**src/rtl/inst_mem_loader_pkg.sv**
```systemverilog
`default_nettype none
// ============================================================================
//  Module      : mips_loader_pkg
//  Description : Shared definitions for the instruction-memory program
//                loader: loader state encoding, word packing size and the
//                default address width, which follows the processor PC width.
//  Revision    : 1.0 - initial release
// ============================================================================
package mips_loader_pkg;

    // Processor PC width in words; instruction memory is addressed with it.
    localparam int PC_WIDTH            = 10;
    localparam int DEFAULT_ADDR_WIDTH  = PC_WIDTH;
    localparam int DEFAULT_COUNT_WIDTH = 16;

    // Bytes packed into one instruction word.
    localparam int WORD_BYTES = 4;

    typedef enum logic [2:0] {
        ST_IDLE   = 3'd0,
        ST_LEN_HI = 3'd1,
        ST_LEN_LO = 3'd2,
        ST_DATA   = 3'd3,
        ST_WRITE  = 3'd4,
        ST_CHECK  = 3'd5,
        ST_DONE   = 3'd6,
        ST_ERROR  = 3'd7
    } loader_state_t;

    // States in which the loader takes a byte from the stream.
    function automatic logic accepts_bytes(input loader_state_t s);
        return (s == ST_LEN_HI) || (s == ST_LEN_LO) ||
               (s == ST_DATA)   || (s == ST_CHECK);
    endfunction

    // The processor is released only when idle or after a good load;
    // ERROR keeps it frozen so partially loaded code never runs.
    function automatic logic holds_cpu(input loader_state_t s);
        return !((s == ST_IDLE) || (s == ST_DONE));
    endfunction

endpackage
`default_nettype wire

```
**src/rtl/inst_mem_loader_if.sv**
```systemverilog
`default_nettype none
// ============================================================================
//  Module      : inst_mem_loader_if
//  Description : Byte-stream (valid/ready) and instruction-memory write bus
//                of the program loader.
//  Ports       : byte_valid, byte_data  - stream source to loader
//                byte_ready             - loader to stream source
//                mem_we, mem_addr, mem_wdata - loader to instruction memory
//  Modports    : slave  - the loader's view
//                master - the environment's view (source + memory)
//  Revision    : 1.0 - initial release
// ============================================================================
interface inst_mem_loader_if
    import mips_loader_pkg::*;
#(
    parameter int ADDR_WIDTH = DEFAULT_ADDR_WIDTH
);
    logic                  byte_valid;
    logic [7:0]            byte_data;
    logic                  byte_ready;
    logic                  mem_we;
    logic [ADDR_WIDTH-1:0] mem_addr;
    logic [31:0]           mem_wdata;

    modport master (
        output byte_valid, byte_data,
        input  byte_ready, mem_we, mem_addr, mem_wdata
    );

    modport slave (
        input  byte_valid, byte_data,
        output byte_ready, mem_we, mem_addr, mem_wdata
    );
endinterface
`default_nettype wire

```
**src/rtl/inst_mem_loader.sv**
```systemverilog
`default_nettype none
// ============================================================================
//  Module      : inst_mem_loader
//  Description : Loads a program into instruction memory from a byte stream.
//                Stream: COUNT (hi, lo), COUNT words MSB first, XOR checksum
//                of all preceding bytes. Words are written to consecutive
//                word addresses from 0 while the processor is held.
//  Ports       : clock, reset_n (async, active low), start
//                bus      - stream in / memory write out (slave modport)
//                cpu_hold - freezes processor PC and register writes
//                done     - last load completed with a good checksum
//                error    - last load failed (checksum or count overflow)
//  Revision    : 1.0 - initial release
// ============================================================================
module inst_mem_loader
    import mips_loader_pkg::*;
#(
    parameter int ADDR_WIDTH  = DEFAULT_ADDR_WIDTH,
    parameter int COUNT_WIDTH = DEFAULT_COUNT_WIDTH
) (
    input  logic                   clock,
    input  logic                   reset_n,
    input  logic                   start,
    inst_mem_loader_if.slave       bus,
    output logic                   cpu_hold,
    output logic                   done,
    output logic                   error
);

    localparam int          c_idx_w     = $clog2(WORD_BYTES);
    // One extra bit so COUNT == 2^ADDR_WIDTH can be counted without wrapping.
    localparam int          c_acc_w     = ADDR_WIDTH + 1;
    localparam int unsigned c_max_words = 2 ** ADDR_WIDTH;

    loader_state_t          r_state;
    loader_state_t          w_next;
    logic [7:0]             r_len_hi;
    logic [COUNT_WIDTH-1:0] r_count;
    logic [c_acc_w-1:0]     r_addr;
    logic [c_idx_w-1:0]     r_idx;
    logic [31:0]            r_shift;
    logic [7:0]             r_csum;
    logic                   r_byte_ready;
    logic                   r_mem_we;
    logic                   r_cpu_hold;
    logic                   r_done;
    logic                   r_error;

    logic                   w_xfer;
    logic [COUNT_WIDTH-1:0] w_count_rx;
    logic                   w_overflow;
    logic                   w_last_byte;
    logic                   w_last_word;

    // byte_ready is a register, so the handshake has no combinational
    // path from byte_valid back to byte_ready.
    assign w_xfer      = bus.byte_valid & r_byte_ready;
    assign w_count_rx  = COUNT_WIDTH'({r_len_hi, bus.byte_data});
    assign w_overflow  = 32'(w_count_rx) > c_max_words;
    assign w_last_byte = (r_idx == c_idx_w'(WORD_BYTES - 1));
    // Evaluated in WRITE, before the address increments.
    assign w_last_word = (32'(r_addr) + 32'd1) == 32'(r_count);

    always_comb begin
        w_next = r_state;
        case (r_state)
            ST_IDLE, ST_DONE, ST_ERROR: begin
                if (start) begin
                    w_next = ST_LEN_HI;
                end
            end
            ST_LEN_HI: begin
                if (w_xfer) begin
                    w_next = ST_LEN_LO;
                end
            end
            ST_LEN_LO: begin
                if (w_xfer) begin
                    if (w_count_rx == '0) begin
                        w_next = ST_CHECK;
                    end else if (w_overflow) begin
                        w_next = ST_ERROR;
                    end else begin
                        w_next = ST_DATA;
                    end
                end
            end
            ST_DATA: begin
                if (w_xfer && w_last_byte) begin
                    w_next = ST_WRITE;
                end
            end
            ST_WRITE: begin
                w_next = w_last_word ? ST_CHECK : ST_DATA;
            end
            ST_CHECK: begin
                if (w_xfer) begin
                    w_next = (bus.byte_data == r_csum) ? ST_DONE : ST_ERROR;
                end
            end
            default: begin
                w_next = ST_IDLE;
            end
        endcase
    end

    // State, datapath and registered outputs. Outputs are loaded from the
    // next state so they line up with the state they describe.
    always_ff @(posedge clock or negedge reset_n) begin
        if (!reset_n) begin
            r_state      <= ST_IDLE;
            r_len_hi     <= '0;
            r_count      <= '0;
            r_addr       <= '0;
            r_idx        <= '0;
            r_shift      <= '0;
            r_csum       <= '0;
            r_byte_ready <= 1'b0;
            r_mem_we     <= 1'b0;
            r_cpu_hold   <= 1'b0;
            r_done       <= 1'b0;
            r_error      <= 1'b0;
        end else begin
            r_state      <= w_next;
            r_byte_ready <= accepts_bytes(w_next);
            r_cpu_hold   <= holds_cpu(w_next);
            r_mem_we     <= (w_next == ST_WRITE);
            r_done       <= (w_next == ST_DONE);
            r_error      <= (w_next == ST_ERROR);

            case (r_state)
                ST_IDLE, ST_DONE, ST_ERROR: begin
                    if (start) begin
                        r_len_hi <= '0;
                        r_count  <= '0;
                        r_addr   <= '0;
                        r_idx    <= '0;
                        r_csum   <= '0;
                    end
                end
                ST_LEN_HI: begin
                    if (w_xfer) begin
                        r_len_hi <= bus.byte_data;
                        r_csum   <= r_csum ^ bus.byte_data;
                    end
                end
                ST_LEN_LO: begin
                    if (w_xfer) begin
                        r_count <= w_count_rx;
                        r_csum  <= r_csum ^ bus.byte_data;
                    end
                end
                ST_DATA: begin
                    if (w_xfer) begin
                        // MSB arrives first; the index wraps to 0 after byte 3.
                        r_shift <= {r_shift[23:0], bus.byte_data};
                        r_idx   <= r_idx + c_idx_w'(1);
                        r_csum  <= r_csum ^ bus.byte_data;
                    end
                end
                ST_WRITE: begin
                    r_addr <= r_addr + c_acc_w'(1);
                end
                default: begin
                end
            endcase
        end
    end

    assign bus.byte_ready = r_byte_ready;
    assign bus.mem_we     = r_mem_we;
    assign bus.mem_addr   = r_addr[ADDR_WIDTH-1:0];
    assign bus.mem_wdata  = r_shift;
    assign cpu_hold       = r_cpu_hold;
    assign done           = r_done;
    assign error          = r_error;

endmodule
`default_nettype wire

```
**src/flat_wrapper.sv**
```systemverilog
// flat-port wrapper written by rule: the top's interface ports become plain ports
module inst_mem_loader_flat import mips_loader_pkg::*;
#(
    parameter int ADDR_WIDTH  = DEFAULT_ADDR_WIDTH,
    parameter int COUNT_WIDTH = DEFAULT_COUNT_WIDTH
)
  (clock, reset_n, start, cpu_hold, done, error, bus_byte_valid, bus_byte_data, bus_byte_ready, bus_mem_we, bus_mem_addr, bus_mem_wdata);
  inst_mem_loader_if #(.ADDR_WIDTH(ADDR_WIDTH)) bus_i ();
  input  logic clock;
  input  logic reset_n;
  input  logic start;
  output logic cpu_hold;
  output logic done;
  output logic error;
  input wire logic [$bits(bus_i.byte_valid)-1:0] bus_byte_valid;
  input wire logic [$bits(bus_i.byte_data)-1:0] bus_byte_data;
  output wire logic [$bits(bus_i.byte_ready)-1:0] bus_byte_ready;
  output wire logic [$bits(bus_i.mem_we)-1:0] bus_mem_we;
  output wire logic [$bits(bus_i.mem_addr)-1:0] bus_mem_addr;
  output wire logic [$bits(bus_i.mem_wdata)-1:0] bus_mem_wdata;
  assign bus_i.byte_valid = bus_byte_valid;
  assign bus_i.byte_data = bus_byte_data;
  assign bus_byte_ready = bus_i.byte_ready;
  assign bus_mem_we = bus_i.mem_we;
  assign bus_mem_addr = bus_i.mem_addr;
  assign bus_mem_wdata = bus_i.mem_wdata;
  inst_mem_loader #(.ADDR_WIDTH(ADDR_WIDTH), .COUNT_WIDTH(COUNT_WIDTH)) u_core (.clock(clock), .reset_n(reset_n), .start(start), .bus(bus_i), .cpu_hold(cpu_hold), .done(done), .error(error));
endmodule
```
**config.mk**
```make
export PLATFORM = sky130hd
export DESIGN_NAME = inst_mem_loader_flat
export DESIGN_NICKNAME = d
export VERILOG_FILES = /design/src/rtl/inst_mem_loader_pkg.sv /design/src/rtl/inst_mem_loader_if.sv /design/src/rtl/inst_mem_loader.sv /design/src/flat_wrapper.sv
export SDC_FILE = /design/constraint.sdc
export NUM_CORES = 1
export LEC_CHECK = 0
export CAP_MARGIN = 15
export CORE_MARGIN = 10
export CORE_UTILIZATION = 35
export CTS_BUF_LIST = sky130_fd_sc_hd__clkbuf_2 sky130_fd_sc_hd__clkbuf_4 sky130_fd_sc_hd__clkbuf_8
export DETAILED_ROUTE_END_ITERATION = 6
export PLACE_DENSITY = 0.64
export SETUP_SLACK_MARGIN = 0.4
export SYNTH_ARGS = -nofsm -noshare
export SYNTH_HDL_FRONTEND = slang
export SYNTH_SLANG_ARGS = --single-unit
```
**constraint.sdc**
```tcl
create_clock -name clock -period 2.5 [get_ports clock]
set_clock_uncertainty 0.15 [all_clocks]
set_input_delay 0.625 -clock clock [delete_from_list [all_inputs] [get_ports clock]]
set_output_delay 0.625 -clock clock [all_outputs]
set_load 0.01 [all_outputs]
```
Word-level counts from Yosys, hierarchy flattened
Cells that the tools add are included.
W data, S select, Z words.
- bits in registers: 85
- bits in latches: 0
- memory bits (writable): 0
- memory bits (read-only): 0
- output and inout bits: 47
- word-level logic and storage cells: 85
- memories kept: 0
- $add $sub $neg: 3
- multipliers: 0
- div/mod/pow operators: 0
- $lt $le $gt $ge: 1
- equal/unequal tests: 22
- shift-type cells: 0
- multiplexer cells: 23
- bitwise gates (word level): 2
- reduce and logical (&&, ||, !) cells: 22
- operators with widths (cell ; count):
    $eq A32 B16 Y1 ; 1
    $mux W16 ; 2
    $pmux W16 S2 ; 1
    $pmux W8 S2 ; 2
    $eq A3 B3 Y1 const B ; 8
    $mux W3 ; 8
    $mux W8 ; 3
    $pmux W11 S2 ; 1
    $pmux W3 S6 ; 1
    $gt A16 B11 Y1 const B ; 1
    $logic_not A16 Y1 ; 1
    $add A11 B1 Y12 const B ; 1
    $eq A3 B2 Y1 const B ; 4
    $reduce_and A3 Y1 ; 4
    $add A11 B1 Y11 const B ; 1
    $mux W11 ; 1
    $reduce_bool A2 Y1 ; 5
    $eq A8 B8 Y1 ; 1
    $ne A2 B1 Y1 const B ; 4
    $xor A8 B8 Y8 ; 1
    $eq A3 B1 Y1 const B ; 2
    $logic_not A3 Y1 ; 2
    $reduce_or A3 Y1 ; 2
    $logic_or A1 B1 Y1 ; 4
    other kinds (10) ; 12

Longest topological paths before layout
- word-level depth: 9
- depth in mapped cells: 9
- depth with buffers taken out: 9

Least setup slack after synthesis
No wires, ideal clock.
- path kind: input port to flip-flop
- start point: input port bus_byte_data[0]
- end point: register u_core.r_cpu_hold (netlist: u_core.cpu_hold)
- arrival time: 2.395 ns
- slack: -0.114 ns
- cell stages on the path: 9
- path through: buf_2 -> nor4_2 -> nand4_1 -> or4_4 -> a22oi_4 -> a32o_2 -> a31oi_2 -> or2_0 -> nand3_1
- RTL lines (item ; RTL line ; source):
    from (decl) ; flat_wrapper.sv:16 ; input wire logic [$bits(bus_i.byte_data)-1:0] bus_byte_data;
    $logic_not A16 Y1 (*) ; inst_mem_loader.sv:79 ; if (w_count_rx == '0) begin
    $mux W3 (*) ; inst_mem_loader.sv:79 ;
    $mux W3 (*) ; inst_mem_loader.sv:78 ; if (w_xfer) begin
    $pmux W3 S6 (*) ; inst_mem_loader.sv:66 ; case (r_state)
    net u_core.w_next[1] ; inst_mem_loader.sv:36 ; loader_state_t w_next;
    $eq A3 B3 Y1 / $logic_not A3 Y1 (equally long branches) ; inst_mem_loader_pkg.sv:39 ; return !((s == ST_IDLE) || (s == ST_DONE));
    $logic_or A1 B1 Y1 (*) ; inst_mem_loader_pkg.sv:39 ;
    $logic_not A1 Y1 (*) ; inst_mem_loader_pkg.sv:39 ;
    to (signal assigned) ; inst_mem_loader.sv:126 ; r_cpu_hold <= holds_cpu(w_next);
    to (decl) ; inst_mem_loader.sv:45 ; logic r_cpu_hold;
The timed path passes the listed nets; every way through them passes the cells marked *.
A chain may end at the register's enable or synchronous reset.

Final worst setup path
- start point: input port bus_byte_data[2]
- end point: register u_core.r_cpu_hold (netlist: u_core.cpu_hold)
The elaborated chain is that of the path after synthesis.

==> results.cfg <==
[critical_path]
cp_top_family = simple AND/OR/NAND/NOR gates
critPathMaxFanout = 7
endpoint_kind = register
cp_cell_sequence = dlygate4sd2_1 -> nor4_2 -> nand4_1 -> or4_4 -> a22oi_4 -> a32o_2 -> a31oi_4 -> or2_0 -> nand3_1
slowest_stage = or4_4
start_kind = input port
worstSetupPathType = input port to register
critPathBufInv = 1
rr_endpoint = u_core.cpu_hold
rr_worst_depth = 10
cp.arrival_ns = 2.64
ff2ff_setup_slack_ns = 0.03
crit_required_ns = 2.66
max_stage_delay_ns = 0.45
r2r-start = u_core.r_addr[1]

[drt]
wl_met1_mm = 4.74
drt_iter0_drc = 245
top_layer = met4
wl_met3_um = 647
ant_nets = 0
drc = 0
wl_per_cell_um = 16.2
wl_met2_mm = 5.36
vias = 3419
vias_per_cell = 5.10
wl_mm = 10.8
drtPass1Iterations = 5

[global_routing]
grt_max_degree = 37
grt_pass1_vias = 3442
grtUsageTotal = 0.130
antenna_found_initial = 0
grt_pass1_wl_mm = 17.4
grt-ovfl-total = 0

[timing]
slew_headroom = 0.684
period_needed_ns = 2.48
final.setup.tns_ns = 0
timing.fmax_ghz = 0.403
worst_pin_slew_ns = 0.474
setup_viol = 0
fin_ws_ns = 0.0210
hold_viol = 0
rsz0062_at_grt = true
finalMaxSlewViolations = 0
period_share = 0.992

[clock_tree]
clk_pin_slew_ns = 0.09
worstSkewPairLatency_ns = 0.38
cts_buffer_depth = 2
cts_buffers = 9
cts_hold_buf = 0
cts_tree = done
clockRootBuffer = clkbuf_8
clock-sinks = 85
cts-htree-levels = 3

[place]
port_buffers = 58
dp_hpwl_mm = 7.34
gp_congestion = 0.862
dpl_worst_slack_ns = -0.579

[yosys]
ys_async_sr_fraction = 1.00
seq_area_frac_synth = 0.500
synthCells = 427
synth.most_common_cell = dfrtp_1
synth_seq_cells = 85
yosysTopAreaCell = dfrtp_1
netlist_area_um2 = 4260
synth_top_cell_area_share = 0.500
synthTopCellsByCount = dfrtp_1, o21ai_0, nand2_1
synth_edf_count = 0
synth_nets = 442
ys_types = 51
synth_flop_cell = dfrtp_1
ys_warn_count = 0
synthTopCellsByArea = dfrtp_1, mux2_2, o21ai_0
postSynthAreaPerCell_um2 = 9.97

[floorplan]
die-width_um = 130
design.portCount = 59
fp.dieArea_um2 = 17000
rows = 40
initial_utilization = 0.356
coreArea_um2 = 12000
die_y_um = 130

[layout]
num-nets-final = 533
area.growth.synth_to_final_pct = 32.4
n_antenna_cell = 0
drive_above_1_share = 0.266

[power_and_ir_drop]
power_leakage_nw = 2.59
irDropWorstVdd_mv = 0.635
powerDensity_nw_per_um2 = 1210

[hold_path]
min_path_type = input port to async pin

[status]
status = finished clean

[run]
timing.max_cap.violations = 0
## through the flow
stage | cells | hold slack, ns | util | power (mW) | cell area, µm²
finish | 670 | 0.0464 | 0.471 | 6.80 | 5640
global route | 670 | 0.0708 | 0.471 | 7.32 | 5640
CTS | 667 | 0.0552 | 0.464 | 6.74 | 5550
detailed placement | 645 | 0.326 | 0.434 | 5.48 | 5190
global placement | 645 | 0.320 | 0.434 | 5.42 | 5190
floorplan | 427 | 0.179 | - | 4.14 | 4270
## cell families (layout without fill, tap and decap cells)
group,Yosys count,count (layout),synth area share
buffers and inverters,48,142,0.0617
DFF,85,85,0.500
adders and majority gates,3,3,0.00882
and+or+nand+nor,141,141,0.159
xor gates and xnor gates,28,28,0.0576
muxes,34,34,0.0896
AOI/OAI and AO/OA,88,90,0.124
## cells in the final DEF, fill, tap and decap left out, types with 5 or more instances in the layout
cell type / instances
a21oi_1: 6
buf_4: 51
clkbuf_8: 10
clkdlybuf4s50_1: 8
dfrtp_1: 83
dlygate4sd2_1: 36
dlymetal6s2s_1: 11
inv_1: 12
mux2_2: 33
nand2_1: 56
nand2b_1: 5
nand3_1: 17
nor2_1: 27
nor3_1: 6
o21ai_0: 57
xnor2_1: 18
xor2_1: 9
## worst max path at each step
stage	startpoint	end	slack (ns)	depth (start not counted)
2_1_floorplan	bus_byte_data[4]	u_core.cpu_hold	-0.04	9
3_3_place_gp	bus_byte_data[1]	u_core.cpu_hold	-0.58	9
3_5_place_dp	bus_byte_data[1]	u_core.cpu_hold	-0.58	9
4_1_cts	u_core.r_addr[1]	u_core.cpu_hold	-0.002	10
5_1_grt	u_core.r_addr[0]	u_core.cpu_hold	-0.14	10
6_report	bus_byte_data[2]	u_core.cpu_hold	0.02	9
## layout make-up
class | instances | area, µm²
clock buffer | 10 | 138
clock inverter | 6 | 100
fill | 1128 | 6320
inverter | 13 | 51.3
multi-input combinational | 296 | 2000
sequential | 85 | 2130
tap | 147 | 184
timing repair buffer | 113 | 1040
## registers in the layout, indices dropped and copies added (netlist names)
name / flops
u_core.r_csum: 8
u_core.bus.byte_ready: 1
u_core.done: 1
u_core.r_addr: 11
u_core.bus.mem_wdata: 32
u_core.error: 1
u_core.bus.mem_we: 1
u_core.cpu_hold: 1
u_core.r_state: 3
u_core.r_idx: 2
u_core.r_count: 16
u_core.r_len_hi: 8
## power by group
part	total, mW	leakage (nW)	internal [mW]	switching (mW)
clock network	1.17	0.121	0.611	0.555
logic	3.23	1.38	1.63	1.60
registers	2.40	1.09	1.93	0.474
total	6.80	2.59	4.17	2.63
## what timing repair did
action / in CTS / in global routing
gates cloned: 2 / 2
buffers inserted: 4 / 1
pin swaps: 20 / 0
setup endpoints to repair: 87 / 50
gates resized for setup: 58 / 21
## routing by layer
| metal | global-route usage | up-vias |
|---|---|---|
| met4 | 0.0417 | 0 |
| met3 | 0.0434 | 11 |
| met5 | 0 | - |
| li1 | - | 1650 |
| met2 | 0.210 | 77 |
| met1 | 0.159 | 1681 |
Power figures use the tool's default switching activity.
